File: src/rtl/flash_boot_loader_if.sv
// SRAM write channel between the boot loader (master) and the RAM wrapper (slave).
interface flash_boot_loader_if;
    localparam int unsigned ADDR_W = 20;
    localparam int unsigned DATA_W = 32;

    logic              wr_valid;
    logic              wr_ready;
    logic [ADDR_W-1:0] wr_addr;
    logic [DATA_W-1:0] wr_data;

    modport master (
        output wr_valid,
        output wr_addr,
        output wr_data,
        input  wr_ready
    );

    modport slave (
        input  wr_valid,
        input  wr_addr,
        input  wr_data,
        output wr_ready
    );
endinterface

File: src/rtl/flash_boot_loader.sv
// Boot copy engine: reads WORD_COUNT words as halfword pairs from NOR flash and writes them to SRAM.
// Define BOOT_CHECKSUM_EN to accumulate a running sum of written words on checksum.
module flash_boot_loader #(
    parameter int unsigned WORD_COUNT = 4210,
    parameter int unsigned FLASH_WAIT = 8,
    parameter int unsigned FLASH_BASE = 0,
    parameter int unsigned SRAM_BASE  = 0
) (
    input  logic                 clk,
    input  logic                 rst,
    output logic [21:0]          flash_addr,
    input  logic [15:0]          flash_data,
    output logic                 flash_ce_n,
    output logic                 flash_oe_n,
    output logic                 flash_we_n,
    output logic                 flash_rp_n,
    output logic                 flash_byte_n,
    output logic                 flash_vpen,
    flash_boot_loader_if.master  wr,
    output logic                 load_complete,
    output logic [19:0]          words_loaded,
    output logic [31:0]          checksum
);
    localparam int unsigned FA_W = 22;
    localparam int unsigned SA_W = 20;
    localparam int unsigned CNT_W = 8;

    localparam logic [CNT_W-1:0] WAIT_CNT     = CNT_W'(FLASH_WAIT);
    localparam logic [SA_W-1:0]  WORD_TOTAL   = SA_W'(WORD_COUNT);
    localparam logic [FA_W-1:0]  FLASH_BASE_A = FA_W'(FLASH_BASE);
    localparam logic [SA_W-1:0]  SRAM_BASE_A  = SA_W'(SRAM_BASE);
    localparam bit               EMPTY_IMAGE  = (WORD_COUNT == 0);

    typedef enum logic [1:0] {
        READ_LO,
        READ_HI,
        WRITE,
        DONE
    } state_t;

    state_t           state;
    logic [SA_W-1:0]  idx;
    logic [CNT_W-1:0] cnt;
    logic [15:0]      lo;
    logic [15:0]      hi;

    logic [SA_W-1:0]  idx_next_c;
    logic [FA_W-1:0]  lo_addr_c;
    logic [FA_W-1:0]  hi_addr_c;
    logic [FA_W-1:0]  next_addr_c;
    logic             last_c;
    logic             accept_c;

    assign flash_we_n   = 1'b1;
    assign flash_byte_n = 1'b1;
    assign flash_vpen   = 1'b0;

    // Halfword addresses of the current word and the one after it; all wrap silently.
    assign idx_next_c  = idx + SA_W'(1);
    assign lo_addr_c   = FLASH_BASE_A + {1'b0, idx, 1'b0};
    assign hi_addr_c   = lo_addr_c + FA_W'(1);
    assign next_addr_c = FLASH_BASE_A + {1'b0, idx_next_c, 1'b0};
    assign last_c      = (idx_next_c == WORD_TOTAL);
    assign accept_c    = (state == WRITE) && wr.wr_valid && wr.wr_ready;

    // state/cnt describe the cycle being launched at each edge, so every bus output is a flop.
    always_ff @(posedge clk) begin
        if (rst) begin
            state         <= EMPTY_IMAGE ? DONE : READ_LO;
            idx           <= '0;
            cnt           <= '0;
            lo            <= '0;
            hi            <= '0;
            flash_addr    <= '0;
            flash_ce_n    <= 1'b1;
            flash_oe_n    <= 1'b1;
            flash_rp_n    <= 1'b0;
            wr.wr_valid   <= 1'b0;
            wr.wr_addr    <= '0;
            wr.wr_data    <= '0;
            load_complete <= 1'b0;
            words_loaded  <= '0;
        end else begin
            flash_rp_n <= 1'b1;
            case (state)
                READ_LO, READ_HI: begin
                    flash_ce_n <= 1'b0;
                    if (cnt < WAIT_CNT) begin
                        flash_oe_n <= 1'b0;
                        flash_addr <= (state == READ_LO) ? lo_addr_c : hi_addr_c;
                        cnt        <= cnt + CNT_W'(1);
                    end else begin
                        // Sample edge; the following cycle is the oe-high recovery cycle.
                        flash_oe_n <= 1'b1;
                        cnt        <= '0;
                        if (state == READ_LO) begin
                            lo         <= flash_data;
                            flash_addr <= hi_addr_c;
                            state      <= READ_HI;
                        end else begin
                            hi    <= flash_data;
                            state <= WRITE;
                        end
                    end
                end

                WRITE: begin
                    flash_ce_n <= 1'b1;
                    flash_oe_n <= 1'b1;
                    if (!wr.wr_valid) begin
                        wr.wr_valid <= 1'b1;
                        wr.wr_addr  <= SRAM_BASE_A + idx;
                        wr.wr_data  <= {hi, lo};
                        flash_addr  <= next_addr_c;
                    end else if (wr.wr_ready) begin
                        wr.wr_valid  <= 1'b0;
                        idx          <= idx_next_c;
                        words_loaded <= words_loaded + SA_W'(1);
                        if (last_c) begin
                            state         <= DONE;
                            load_complete <= 1'b1;
                        end else begin
                            // Launch the first wait cycle of the next word directly from the accept.
                            state      <= READ_LO;
                            cnt        <= CNT_W'(1);
                            flash_ce_n <= 1'b0;
                            flash_oe_n <= 1'b0;
                        end
                    end
                end

                DONE: begin
                    flash_ce_n    <= 1'b1;
                    flash_oe_n    <= 1'b1;
                    wr.wr_valid   <= 1'b0;
                    load_complete <= 1'b1;
                end
            endcase
        end
    end

`ifdef BOOT_CHECKSUM_EN
    // Sum of accepted words; no accepts occur in DONE, so the value freezes there.
    always_ff @(posedge clk) begin
        if (rst) begin
            checksum <= '0;
        end else if (accept_c) begin
            checksum <= checksum + wr.wr_data;
        end
    end
`else
    assign checksum = '0;
`endif

endmodule

File: src/flat_wrapper.sv
// flat-port wrapper written by rule: the top's interface ports become plain ports
module flash_boot_loader_flat 
#(
    parameter int unsigned WORD_COUNT = 4210,
    parameter int unsigned FLASH_WAIT = 8,
    parameter int unsigned FLASH_BASE = 0,
    parameter int unsigned SRAM_BASE  = 0
)
  (clk, rst, flash_addr, flash_data, flash_ce_n, flash_oe_n, flash_we_n, flash_rp_n, flash_byte_n, flash_vpen, load_complete, words_loaded, checksum, wr_wr_valid, wr_wr_addr, wr_wr_data, wr_wr_ready);
  flash_boot_loader_if wr_i ();
  input  logic clk;
  input  logic rst;
  output logic [21:0] flash_addr;
  input  logic [15:0] flash_data;
  output logic flash_ce_n;
  output logic flash_oe_n;
  output logic flash_we_n;
  output logic flash_rp_n;
  output logic flash_byte_n;
  output logic flash_vpen;
  output logic load_complete;
  output logic [19:0] words_loaded;
  output logic [31:0] checksum;
  output wire logic [$bits(wr_i.wr_valid)-1:0] wr_wr_valid;
  output wire logic [$bits(wr_i.wr_addr)-1:0] wr_wr_addr;
  output wire logic [$bits(wr_i.wr_data)-1:0] wr_wr_data;
  input wire logic [$bits(wr_i.wr_ready)-1:0] wr_wr_ready;
  assign wr_wr_valid = wr_i.wr_valid;
  assign wr_wr_addr = wr_i.wr_addr;
  assign wr_wr_data = wr_i.wr_data;
  assign wr_i.wr_ready = wr_wr_ready;
  flash_boot_loader #(.WORD_COUNT(WORD_COUNT), .FLASH_WAIT(FLASH_WAIT), .FLASH_BASE(FLASH_BASE), .SRAM_BASE(SRAM_BASE)) u_core (.clk(clk), .rst(rst), .flash_addr(flash_addr), .flash_data(flash_data), .flash_ce_n(flash_ce_n), .flash_oe_n(flash_oe_n), .flash_we_n(flash_we_n), .flash_rp_n(flash_rp_n), .flash_byte_n(flash_byte_n), .flash_vpen(flash_vpen), .wr(wr_i), .load_complete(load_complete), .words_loaded(words_loaded), .checksum(checksum));
endmodule
File: config.mk
export PLATFORM = sky130hd
export DESIGN_NAME = flash_boot_loader_flat
export DESIGN_NICKNAME = d
export VERILOG_FILES = /design/src/rtl/flash_boot_loader_if.sv /design/src/rtl/flash_boot_loader.sv /design/src/flat_wrapper.sv
export SDC_FILE = /design/constraint.sdc
export NUM_CORES = 1
export LEC_CHECK = 0
export ABC_AREA = 1
export CORE_MARGIN = 5
export CORE_UTILIZATION = 45
export CTS_CLUSTER_SIZE = 30
export DETAILED_ROUTE_END_ITERATION = 12
export GPL_TIMING_DRIVEN = 0
export PLACE_DENSITY_LB_ADDON = 0.15
export SLEW_MARGIN = 5
export SYNTH_ARGS = -nofsm -noshare
export SYNTH_HDL_FRONTEND = slang
export SYNTH_SLANG_ARGS = --single-unit
File: constraint.sdc
create_clock -name clk -period 2.4 [get_ports clk]
set_clock_uncertainty 0.2 [all_clocks]
set_input_delay 0.36 -clock clk [delete_from_list [all_inputs] [get_ports clk]]
set_output_delay 0.36 -clock clk [all_outputs]
set_load 0.1 [all_outputs]
==> summary.txt, run 1 <==
Power and ir drop
  – Leakage: 4.01 nW
  – Cell Int Power: 4.13 mW
  – Sequential group share of total power: 0.464
  – Combinational Power Share: 0.083
  – Clock Power Share: 0.453
  – Worst VDD drop: 0.569 mV
  – Power Total: 5.74 mW
  – Sw power: 1.61 mW
  – Pwr dens: around 630 mW/mm^2
  – Switching share of total power: 0.280

Worst setup path
  – Crit path buf inv count: 1
  – Worst Setup SP: u_core.words_loaded[14]
  – Crit-path leading delay family: buffers and inverters
  – CP max FO: 7
  – Setup crit end: words_loaded[14]
  – RR Startpoint: u_core.idx[0]
  – Critical Path Source Type: register
  – Worst EP arrival: 1760 ps
  – Worst path depth: 1
  – Critical path class: register to primary output
  – CP Capture Type: primary output
  – CP peak stage delay: 890 ps
  – Slowest cell on crit path: dlygate4sd2_1
  – R2R depth: 14
  – Worst path cell trace: dlygate4sd2_1
  – WP data required: 1840 ps
  – Flop2flop setup slack: 90 ps
  – R2r endpoint: u_core.cnt[3]

Detailed routing
  – Detailed Routing Iterations Pass 1: 5
  – Antenna-violating nets left: 0
  – DRT iter0 DRCs: 532
  – Routed via count: about 6600
  – Avg WL per Cell: 14.2 um
  – # DRC: 0
  – Via/cell ratio: around 5.0
  – WL final: around 19000 um

STA
  – Headroom to the max-slew limit: 0.323
  – Period utilisation layout: 0.968
  – Setup violations, final: 0
  – Unrepaired setup endpoints after global routing: yes
  – TNS Setup: 0 ps
  – Final hold violation count: 0
  – Slew Viols, Final: 0
  – FMAX: 430 MHz
  – Period minus WS final: about 2300 ps
  – Worst slew pin tran: 1020 ps

Yosys
  – Seq cells post-synth: between 150 and 200
  – YS warnings: 0
  – Async set or reset register ratio after synthesis: 0
  – Synth Area in XOR/XNOR: 0.00883
  – Yosys cell types: 38
  – Post-synthesis cell area: 0.00694 mm^2
  – Synth Area in Adders: 0.00721
  – Predominant post-synthesis flop cell: dfxtp_1
  – Post-synthesis simple-gate area fraction: 0.200
  – Main combinational cell family by area after synthesis: simple AND/OR/NAND/NOR gates
  – Multiplexer share of the synthesized area: 0
  – Mapped Cells: 955
  – Post-synthesis compound-gate area fraction: 0.193
  – Number of flops mapped to enable cells by yosys: 0
  – Syn_area_per_cell: 7.27 um^2
  – Seq/Total Area, Yosys: 0.462

Global route
  – Initial antenna violation count: 0
  – Total GRT Usage: 0.208
  – Gr ovfl total: 0
  – Number of global-route vias before repair: 6032
  – First-pass GRT wire length: 30200 um
  – Largest net degree at the start of global routing: 18

Floorplanning
  – Die height: 134 um
  – Initial Util: 0.458
  – Core area: 0.0151 mm^2
  – Horiz. Die Dim: 134 um
  – I/O pin cnt: 153
  – Site Rows: 45
  – Die ar.: 0.0180 mm^2

Placed design
  – DP Area: 0.00847 mm^2
  – Post-DP HPWL: ~14000 um
  – Port bufs: about 120
  – GPL Wtd Cong: 0.928

Clock tree
  – Clock sink total: 160
  – Clock Latency Late Sink: 430 ps
  – Clk root buf: clkbuf_16
  – TritonCTS clock tree: built
  – Clock Tree Buf Depth: 2
  – Clock slew at reported path FFs: 70 ps
  – H-tree depth: 4
  – CTS Buf Count: 17

Hold path
  – Worst hold path type: register to register
  – Hold path cells: 2

Status
  – Status: finished, final reports clean

Layout
  – Share of cells above drive strength 1: 0.116
  – Final Net Count: 1154
  – # fillers: 1461
  – Layout area overhead: 30.8%
  – Most frequent cells in the layout: dfxtp_1 (149), nand2_1 (134), o21ai_0 (131)
  – Final Instance Area: 0.00908 mm^2
  – Most common cell after layout, fill and taps aside: dfxtp_1
  – Antenna diodes: 0

Job
  – MaxCap Viol Count: 0
## sequential cells by signal, summed over array words and instances (netlist names)
name,flops
u_core.cnt,8
u_core.flash_addr,21
u_core.flash_ce_n,1
u_core.flash_oe_n,1
u_core.flash_rp_n,1
u_core.hi,16
u_core.idx,20
u_core.lo,16
u_core.load_complete,1
u_core.state,2
u_core.words_loaded,20
u_core.wr.wr_addr,20
u_core.wr.wr_data,32
u_core.wr.wr_valid,1
## stage by stage
stage | util | hold WS, ps | worst slack, ps | instances
floorplan | - | 218 | 11.3 | 989
global placement | 0.559 | 227 | -213 | 1293
detailed placement | 0.559 | 231 | -246 | 1293
CTS | 0.591 | 242 | 9.84 | 1327
global route | 0.600 | 257 | -21.3 | 1332
finish | 0.600 | 240 | 77.0 | 1332
## area by class of cell
class                           instances  area, um^2  area share
Buffer                                 81         455      0.0502
Clock buffer                           17         425      0.0468
Clock inverter                         15         148      0.0163
Inverter                              120         454      0.0500
Multi-Input combinational cell        629        3050       0.335
Sequential cell                       160        3220       0.355
Tap cell                              188         235      0.0259
Timing Repair Buffer                  122        1100       0.121
## worst min path at each step
stage,start,to
after global routing,u_core.cnt[5],u_core.cnt[5]
final,u_core.wr.wr_addr[4],u_core.wr.wr_addr[4]
after detailed placement,u_core.cnt[5],u_core.cnt[5]
after floorplan,u_core.cnt[5],u_core.cnt[5]
after CTS,u_core.cnt[5],u_core.cnt[5]
after global placement,u_core.cnt[7],u_core.cnt[7]
## cells in the mapped netlist (3+ instances only)
| cell | instances | area share |
|---|---|---|
| nand3_1 | 25 | 0.018 |
| inv_1 | 114 | 0.062 |
| a31oi_1 | 8 | 0.0072 |
| nand2_1 | 138 | 0.075 |
| nand2_2 | 3 | 0.0027 |
| nand4_1 | 10 | 0.0090 |
| nor2_2 | 5 | 0.0045 |
| dfxtp_1 | 160 | 0.46 |
| nor2_1 | 119 | 0.064 |
| nor2_4 | 3 | 0.0049 |
| o21ai_0 | 131 | 0.094 |
| ha_1 | 4 | 0.0072 |
| a21oi_1 | 111 | 0.080 |
| nor3_1 | 8 | 0.0058 |
| inv_2 | 4 | 0.0022 |
| nand3_2 | 3 | 0.0043 |
| clkbuf_1 | 43 | 0.023 |
| buf_4 | 36 | 0.039 |
| xor2_1 | 7 | 0.0088 |
## kinds of logic after synthesis
| logic type | Yosys count |
|---|---|
| AO/OA/AOI/OAI | 259 |
| XOR/XNOR | 7 |
| adder cells (fa/ha/maj) | 4 |
| buffers and inverters | 201 |
| flip-flops | 160 |
| other | 2 |
| AND/OR/NAND/NOR | 322 |
## routing by layer
metal  global-route usage  up-vias  wire length (um)
met5                    0        -                 0
met4               0.0854        0               442
li1                     -     3374                 -
met2                0.317      264              8390
met1                0.290     2958              8770
met3               0.0416       38              1270
## what timing repair did
| action | in CTS | in global routing |
|---|---|---|
| hold buffers | 0 | 0 |
| setup endpoints to repair | 155 | 73 |
| gates resized for setup | 102 | 39 |
| gates cloned | 0 | 1 |
| buffers inserted | 2 | 4 |
| pin swaps | 1 | 8 |
## power by group through the flow
stage,Combinational [mW],Sequential [mW],Clock [mW]
after floorplan,0.370,2.75,0
after global placement,0.474,2.73,0
after detailed placement,0.473,2.73,0
after CTS,0.474,2.67,2.64
after global routing,0.501,2.66,2.76
final,0.478,2.66,2.60
Note: power is estimated with default switching activity, not from simulation.
==> run 2: changes to the inputs <==
Settings changed: CAP_MARGIN set to 20, CELL_PAD_IN_SITES_DETAIL_PLACEMENT set to 0, CELL_PAD_IN_SITES_GLOBAL_PLACEMENT set to 2, CORE_UTILIZATION 45 to 28.
==> run 2 against run 1 <==
Against the previous run: clock-buffer cell count unchanged; via count down 2.6%; sequential power about the same; first-iteration DRC count down 28%; combinational power about the same; design area up 3.6%; largest power group is now clock.
==> summary.txt, run 2 (synthesis results as in run 1) <==
Clock tree
  – Clock Tree Buf Depth: 2 (unchanged)
  – Clk root buf: clkbuf_16 (unchanged)
  – H-tree depth: 4 (unchanged)
  – Clock Latency Late Sink: 430 ps (about the same)
  – TritonCTS clock tree: built (unchanged)
  – Clock slew at reported path FFs: 70 ps (about the same)
  – CTS Buf Count: 17 (unchanged)
  – Clock sink total: 160 (unchanged)

Worst setup path
  – WP data required: 1840 ps (about the same)
  – Flop2flop setup slack: 100 ps (was 90 ps)
  – Critical Path Source Type: register (unchanged)
  – CP max FO: 6 (was 7)
  – CP Capture Type: primary output (unchanged)
  – Critical path class: register to primary output (unchanged)
  – Worst path depth: 1 (unchanged)
  – Crit-path leading delay family: buffers and inverters (unchanged)
  – Worst Setup SP: u_core.wr.wr_valid (was u_core.words_loaded[14])
  – CP peak stage delay: 930 ps (was 890 ps)
  – R2r endpoint: u_core.cnt[3] (unchanged)
  – RR Startpoint: u_core.idx[0] (unchanged)
  – Crit path buf inv count: 1 (unchanged)
  – Worst EP arrival: 1790 ps (was 1760 ps)
  – R2R depth: 16 (was 14)
  – Worst path cell trace: dlygate4sd2_1 (unchanged)
  – Slowest cell on crit path: dlygate4sd2_1 (unchanged)
  – Setup crit end: wr_wr_valid (was words_loaded[14])

Layout
  – Share of cells above drive strength 1: 0.141 (was 0.116)
  – Most common cell after layout, fill and taps aside: dfxtp_1 (unchanged)
  – Most frequent cells in the layout: dfxtp_1 (141), o21ai_0 (131), nand2_1 (126) (was dfxtp_1 (149), nand2_1 (134), o21ai_0 (131))
  – Largest register FFs: 32 (unchanged)
  – Biggest regs: u_core.wr.wr_data x32, u_core.flash_addr x21 (unchanged)
  – Fin cells: 1471 (was 1332)
  – Antenna diodes: 0 (unchanged)
  – Layout area overhead: 35.6% (was 30.8%)
  – # fillers: 2688 (was 1461)
  – Final Net Count: 1157 (was 1154)
  – Largest register by flop count: u_core.wr.wr_data (unchanged)

STA
  – Final hold violation count: 0 (unchanged)
  – Period minus WS final: 2350 ps (was 2320 ps)
  – Worst slew pin tran: 1050 ps (was 1020 ps)
  – FMAX: 425 MHz (was 430 MHz)
  – Unrepaired setup endpoints after global routing: yes (unchanged)
  – Fin Hold WS: 240 ps (about the same)
  – Slew Viols, Final: 0 (unchanged)
  – Headroom to the max-slew limit: 0.303 (was 0.323)
  – Setup violations, final: 0 (unchanged)
  – Period utilisation layout: 0.980 (was 0.968)

Floorplanning
  – Horiz. Die Dim: 167 um (was 134 um)
  – Die ar.: 0.0280 mm^2 (was 0.0180 mm^2)
  – Initial Util: 0.285 (was 0.458)
  – Core area: 0.0244 mm^2 (was 0.0151 mm^2)
  – Die height: 167 um (was 134 um)
  – I/O pin cnt: 153 (unchanged)
  – Site Rows: 57 (was 45)

Power and ir drop
  – Leakage: 4.05 nW (was 4.01 nW)
  – Power Total: 5.96 mW (was 5.74 mW)
  – Worst VDD drop: 0.380 mV (was 0.569 mV)
  – Pwr dens: 633 mW/mm^2 (was 632 mW/mm^2)

Global route
  – Largest net degree at the start of global routing: 19 (was 18)
  – Total GRT Usage: 0.159 (was 0.208)
  – Initial antenna violation count: 1 (was 0)
  – Gr ovfl total: 0 (unchanged)
  – Number of global-route vias before repair: 6409 (was 6032)
  – First-pass GRT wire length: 35800 um (was 30200 um)

Detailed routing
  – DRT iter0 DRCs: 381 (was 532)
  – Via/cell ratio: 4.39 (was 4.98)
  – Antenna-violating nets left: 0 (unchanged)
  – Routed via count: 6459 (was 6634)
  – WL final: 22300 um (was 18900 um)
  – Detailed Routing Iterations Pass 1: 5 (unchanged)
  – # DRC: 0 (unchanged)
  – Avg WL per Cell: 15.2 um (was 14.2 um)

Hold path
  – Worst hold path type: register to register (unchanged)

Placed design
  – Port bufs: 116 (unchanged)
  – Placed Cells: 1429 (was 1293)
  – GPL Wtd Cong: 0.813 (was 0.928)
  – Post-DP HPWL: 16600 um (was 13700 um)

Job
  – MaxCap Viol Count: 0 (unchanged)

Status
  – Status: finished, final reports clean (unchanged)
[run 2: final cells by class]
cell class	instances	area (um^2)	share of cell area
plain buffers	81	462	0.0491
flip-flops and latches	160	3230	0.344
clock inverters	15	191	0.0203
multi-input cells	629	3130	0.332
well taps	324	405	0.0431
inverters	120	453	0.0481
repair buffers	125	1110	0.118
clock buffers	17	425	0.0452
[run 2: how the worst min path moves through the flow]
stage                        from             to  slack (ps)  cells past startpoint
global placement    u_core.cnt[6]  u_core.cnt[6]         230                      2
floorplan           u_core.cnt[5]  u_core.cnt[5]         220                      2
detailed placement  u_core.cnt[4]  u_core.cnt[4]         230                      2
finish              u_core.cnt[4]  u_core.cnt[4]         240                      2
CTS                 u_core.cnt[4]  u_core.cnt[4]         240                      2
global route        u_core.cnt[4]  u_core.cnt[4]         250                      2
[run 2: repair_timing]
item,4_1_cts,5_1_grt
setup buffers,1,8
cloned,1,0
hold buffers,0,0
pin swaps,1,19
resized for setup,119,61
setup endpoints to repair,180,85
[run 2: metrics by stage]
stage	setup slack [ps]	TNS, ps	utilization	area (um^2)
after floorplan	11.3	0	-	7080
final	47.3	0	0.386	9410
after global routing	-26.0	-78.0	0.386	9410
after global placement	-420	-31790	0.354	8640
after CTS	2.74	0	0.378	9210
after detailed placement	-396	-26280	0.354	8640
[run 2: metal layers]
metal,GRT usage,wire length (um),share of wire
met5,0,11,0.00049
met1,0.226,11300,0.51
met4,0.0339,179,0.0080
met2,0.245,9660,0.43
met3,0.0420,1160,0.052
[run 2: power by group]
group | internal, mW | switching [mW] | total (mW) | leakage, nW
logic | 0.102 | 0.378 | 0.480 | 2.45
clock network | 1.50 | 1.31 | 2.81 | 0.297
registers | 2.66 | 0.00508 | 2.66 | 1.30
[run 2: worst min-delay path: stages (launching register included)]
cell and delay [ps]:
dfxtp_1 310, nand2_1 60, nor2_1 30
==> run 3: changes to the inputs <==
Settings changed: CTS_CLUSTER_SIZE 30 to 14.
==> results of run 3 <==
No change in the layout: final DEF, timing and power equal those of run 2.
